<file path="config.mk">
export PLATFORM = sky130hd
export DESIGN_NAME = mips_scoreboard
export DESIGN_NICKNAME = d
export VERILOG_FILES = /design/src/rtl/mips_scoreboard.sv
export SDC_FILE = /design/constraint.sdc
export NUM_CORES = 1
export LEC_CHECK = 0
export BUFFER_PORTS_ARGS = -buffer_cell sky130_fd_sc_hd__buf_2
export CORE_ASPECT_RATIO = 0.75
export CORE_MARGIN = 5
export CORE_UTILIZATION = 50
export CTS_BUF_LIST = sky130_fd_sc_hd__clkbuf_4 sky130_fd_sc_hd__clkbuf_8
export CTS_CLUSTER_DIAMETER = 200
export DETAILED_ROUTE_END_ITERATION = 10
export PLACE_DENSITY = 0.8
export SYNTH_ARGS = -nofsm -noshare
export SYNTH_HDL_FRONTEND = slang
export SYNTH_SLANG_ARGS = --single-unit
</file>
<file path="constraint.sdc">
create_clock -name clk -period 2.7 [get_ports clk]
set_input_delay 0.135 -clock clk [delete_from_list [all_inputs] [get_ports clk]]
set_output_delay 0.135 -clock clk [all_outputs]
set_load 0.02 [all_outputs]
</file>
<file path="src/rtl/mips_scoreboard.sv">
// Register scoreboard for an in-order MIPS-style issue stage: tracks pending
// writebacks through a fixed-latency pipeline and stalls issue on RAW/WAW hazards.
module mips_scoreboard #(
  parameter int unsigned NREG = 32,
  parameter int unsigned AW   = $clog2(NREG),
  parameter int unsigned LAT  = 3,
  parameter int          FWD  = 0
) (
  input  logic            clk,
  input  logic            rst,
  input  logic            issue_valid,
  output logic            issue_ready,
  input  logic [AW-1:0]   issue_rs,
  input  logic [AW-1:0]   issue_rt,
  input  logic [AW-1:0]   issue_rd,
  input  logic            issue_wen,
  input  logic            issue_halt,
  input  logic            flush,
  output logic            wb_valid,
  output logic [AW-1:0]   wb_rd,
  output logic [NREG-1:0] busy,
  output logic            halted,
  output logic [15:0]     stall_cnt
);

  // The issuing instruction itself occupies slot 0 in its issue cycle, so only
  // LAT-1 registered stages follow it; the writeback register plays the final slot.
  localparam int unsigned DEPTH = (LAT > 1) ? LAT - 1 : 1;

  localparam logic [1:0] RUN    = 2'd0;
  localparam logic [1:0] DRAIN  = 2'd1;
  localparam logic [1:0] HALTED = 2'd2;

  logic [1:0]      state;
  logic [1:0]      state_next;
  logic [DEPTH-1:0] stage_v;
  logic [AW-1:0]   stage_rd [DEPTH];
  logic [NREG-1:0] busy_all;
  logic [NREG-1:0] busy_raw;
  logic            raw_hit;
  logic            waw_hit;
  logic            hazard;
  logic            accept;
  logic            load_v;
  logic            tail_v;
  logic [AW-1:0]   tail_rd;
  logic            stages_empty;

  always_comb begin
    busy_all = '0;
    busy_raw = '0;
    for (int unsigned i = 0; i < DEPTH; i++) begin
      if (stage_v[i]) begin
        busy_all[stage_rd[i]] = 1'b1;
        // With bypass, the producer about to write back can forward its result.
        if (!(FWD != 0 && i == DEPTH - 1))
          busy_raw[stage_rd[i]] = 1'b1;
      end
    end
    busy_all[0] = 1'b0;
    busy_raw[0] = 1'b0;
  end

  always_comb begin
    raw_hit = ((issue_rs != '0) && busy_raw[issue_rs]) ||
              ((issue_rt != '0) && busy_raw[issue_rt]);
    waw_hit = issue_wen && !issue_halt && busy_all[issue_rd];
    hazard  = raw_hit || waw_hit;
  end

  assign issue_ready  = (state == RUN) && !flush && !hazard;
  assign accept       = issue_valid && issue_ready;
  assign load_v       = accept && issue_wen && !issue_halt && (issue_rd != '0);
  assign stages_empty = (stage_v == '0);

  always_comb begin
    if (LAT > 1) begin
      tail_v  = stage_v[DEPTH-1];
      tail_rd = stage_rd[DEPTH-1];
    end else begin
      tail_v  = load_v;
      tail_rd = issue_rd;
    end
  end

  always_ff @(posedge clk or posedge rst) begin
    if (rst) begin
      stage_v  <= '0;
      wb_valid <= 1'b0;
      wb_rd    <= '0;
      for (int unsigned i = 0; i < DEPTH; i++)
        stage_rd[i] <= '0;
    end else begin
      wb_valid <= tail_v && !flush;
      if (tail_v && !flush)
        wb_rd <= tail_rd;
      if (flush) begin
        stage_v <= '0;
      end else begin
        stage_v[0] <= (LAT > 1) ? load_v : 1'b0;
        for (int unsigned i = 1; i < DEPTH; i++)
          stage_v[i] <= stage_v[i-1];
      end
      stage_rd[0] <= issue_rd;
      for (int unsigned i = 1; i < DEPTH; i++)
        stage_rd[i] <= stage_rd[i-1];
    end
  end

  always_comb begin
    state_next = state;
    case (state)
      RUN:     if (accept && issue_halt) state_next = DRAIN;
      DRAIN:   if (flush || stages_empty) state_next = HALTED;
      HALTED:  state_next = HALTED;
      default: state_next = RUN;
    endcase
  end

  always_ff @(posedge clk or posedge rst) begin
    if (rst) begin
      state     <= RUN;
      stall_cnt <= '0;
    end else begin
      state <= state_next;
      if (state == RUN && issue_valid && !issue_ready && stall_cnt != 16'hFFFF)
        stall_cnt <= stall_cnt + 16'd1;
    end
  end

  assign busy   = busy_all;
  assign halted = (state == HALTED);

endmodule

</file>
==> results.json <==
{
  "status": "complete, but fails checks",
  "violations": "negative setup slack",
  "die-area_um2": 7510,
  "syn-num-nets": 350,
  "dp_cells": 554,
  "setup_ws_ns": -0.350,
  "required_ns": 2.57,
  "endpoint_kind": "output port",
  "seq_area_frac_synth_pct": 30.7,
  "crit_path_top_delay_cell": "mux4_2",
  "overflow": 0,
  "synthTopCellsByCount": "36 x dfrtp_1, 30 x o22ai_1, 18 x nor3_1",
  "yosysWarnings": 0,
  "core_um2": 5770,
  "yosysMostFrequentCell": "dfrtp_1",
  "syn_area_um2": 2930,
  "worst_slew_pin_slew_ns": 0.873,
  "final_max_slew_viol_count": 0,
  "arrival_ns": 2.92,
  "top_usage_layer": "met2",
  "cts_buffers": 5,
  "dp_hpwl_um": 9360,
  "fin_total_pwr_mw": 1.94,
  "hold_buffers": 0,
  "initial_core_util_pct": 50.9,
  "grtUsageTotal_pct": 32.2,
  "timing.fmax_mhz": 328,
  "drt-total-wl_um": 13600,
  "finClkSkew_ns": 0.00760,
  "yosysUniqueCellTypes": 68,
  "cts_tree": "done",
  "cellPowerDensity_nw_per_um2": 405,
  "clockRootBuffer": "clkbuf_8",
  "cp_num_cells": 11,
  "r2r_setup_slack_ns": -0.33,
  "antenna_cells": 0,
  "ios": 77,
  "ant_nets": 0,
  "use_met2_pct": 47.1,
  "path_common_cell": "buf_6",
  "path_cells": "buf_4, nor2b_1, a22o_2, mux4_2, o31a_1, o311a_1, a2111oi_4, nand3_2, buf_6, inv_2, buf_6",
  "synth.ff_latch_count": 36,
  "synth_top_area_share_pct": 30.7,
  "drv_cap": 0,
  "clock_sinks": 36,
  "antenna_found_initial": 0,
  "finalHoldViolCount": 0,
  "wl_per_cell_um": 23.4,
  "via_per_inst": 6.57,
  "asyncSetResetFlopFracSynth_pct": 100,
  "crit_buf_inv": 4,
  "cp_top_family": "compound AO/OA/AOI/OAI gates",
  "final_area_um2": 4780,
  "grt_max_degree": 23,
  "rsz0062_at_grt": "yes",
  "row_count": 24,
  "critPathMaxFanout": 6,
  "yosysTopAreaCell": "dfrtp_1",
  "grt_pass1_wl_um": 19300,
  "synth.avg_cell_area_um2": 9.05,
  "max_stage_delay_ns": 0.48,
  "netlist_instances": 324,
  "drt_pass1_iterations": 6,
  "hold_class": "in -> async",
  "yosys-top-cells-area": "dfrtp_1 31%, o22ai_1 6.4%, xnor2_1 4.2%",
  "clockBufferDepth": 2,
  "die_w_um": 98.4,
  "synth_flop_cell": "dfrtp_1",
  "maxSlewHeadroom_pct": 41.8,
  "cts.clk_slew.worst_paths_ns": 0.08,
  "grt_pass1_vias": 3585,
  "post_dp_cell_area_um2": 4220,
  "p_leak_nw": 2.22,
  "io_buffers": 75,
  "drt_iter0_drc": 543,
  "fin_nets": 529,
  "stdcell_count": 582,
  "area_delta_synth_final_pct": 63.0,
  "die_y_um": 76.3,
  "clock_latency_ns": 0.30,
  "setup_viol": 20,
  "vias": 3824,
  "drive_gt1_share_pct": 55.6,
  "grt_use_met3_pct": 10.8,
  "htree_levels": 2,
  "critPathCapture": "issue_ready",
  "path_class": "reg -> out",
  "period_minus_slack_ns": 3.05,
  "drc_errors": 0,
  "min_period_over_period_pct": 113,
  "vdd_drop_max_uv": 726,
  "r2r-end": "stall_cnt[1]",
  "place_congestion": 1.10,
  "startpoint": "tail_rd[0]",
  "ff2ff_path_depth": 11,
  "r2r_start": "tail_rd[0]",
  "met1_usage_pct": 44.9,
  "synth_edf_count": 0,
  "worstSetupStartpointType": "flip-flop"
}
[through the flow]
stage	hold WS (ns)	TNS [ns]	utilization [%]	setup WS (ns)
finish	0.00508	-4.98	82.9	-0.350
global route	0.0317	-6.22	82.9	-0.436
CTS	0.00991	-4.12	78.2	-0.325
detailed placement	0.337	-2.74	73.2	-0.323
global placement	0.310	-2.62	73.2	-0.327
floorplan	0.166	-0.691	-	-0.139
[area by class of cell]
cell class	instances	area, um^2
multi-input cells	258	2330
repair buffers	188	1280
fillers	338	986
flip-flops and latches	36	912
well taps	78	97.6
clock buffers	7	90.1
inverters	14	55.1
clock inverters	1	7.51
[worst min path at each step]
| stage | startpoint | end | cells after the start |
|---|---|---|---|
| 6_report | rst | stall_cnt[4] | 2 |
| 5_1_grt | issue_rd[4] | stage_rd[9] | 1 |
| 4_1_cts | rst | stall_cnt[0] | 2 |
| 3_5_place_dp | rst | stall_cnt[3] | 2 |
| 3_3_place_gp | rst | wb_valid | 2 |
| 2_1_floorplan | issue_rd[0] | stage_rd[5] | 0 |
[sequential cells by signal, summed over array words and instances, names as in the netlist]
name and cells:
stage_v 2, wb_rd 5, wb_valid 1, stall_cnt 16, tail_rd 5, state 2, stage_rd 5
[per-layer routing]
metal	vias to the layer above	wire length, um
li1	1619	-
met1	1762	5220
met2	364	5620
met3	79	2100
met4	0	671
met5	-	0
[power by group]
group,total [mW],internal [mW],switching (mW)
sequential,0.700,0.608,0.0916
combinational,0.803,0.363,0.440
clock,0.434,0.218,0.216
total,1.94,1.19,0.748
[placed cells by master, fill, tap and decap left out, types with 4 or more instances in the layout]
cell | Yosys | layout
mux2i_1 | 9 | 9
nor2b_1 | 11 | 11
ha_1 | 5 | 5
nand4_1 | 14 | 14
buf_6 | 0 | 13
dfrtp_1 | 36 | 27
nor4b_1 | 5 | 4
xor2_1 | 7 | 7
nor3_1 | 18 | 14
buf_4 | 1 | 99
mux2_2 | 10 | 10
nand2b_1 | 11 | 7
o22ai_1 | 30 | 9
xnor2_1 | 14 | 12
dfrtp_2 | 0 | 9
o22ai_2 | 0 | 12
nand4b_1 | 8 | 8
o22ai_4 | 0 | 9
buf_2 | 3 | 75
clkbuf_8 | 0 | 6
and3_1 | 10 | 10
nand2_1 | 13 | 12
and2_1 | 6 | 6
o21ai_0 | 5 | 5
inv_1 | 13 | 12
nor2_1 | 13 | 12
[what timing repair did]
action / 4_1_cts / 5_1_grt
buffers inserted: 12 / 9
gates resized for setup: 25 / 46
setup endpoints to repair: 19 / 20
pin swaps: 11 / 12
[logic make-up after synthesis]
family	count (synthesis)	synth area share [%]
buffers and inverters	30	4.10
adders and majority gates	5	2.13
DFF	36	30.7
xor gates and xnor gates	21	6.27
muxes	25	10.5
and+or+nand+nor	132	27.4
other	1	0.128
AOI/OAI and AO/OA	74	18.8
Power figures use the tool's default switching activity.
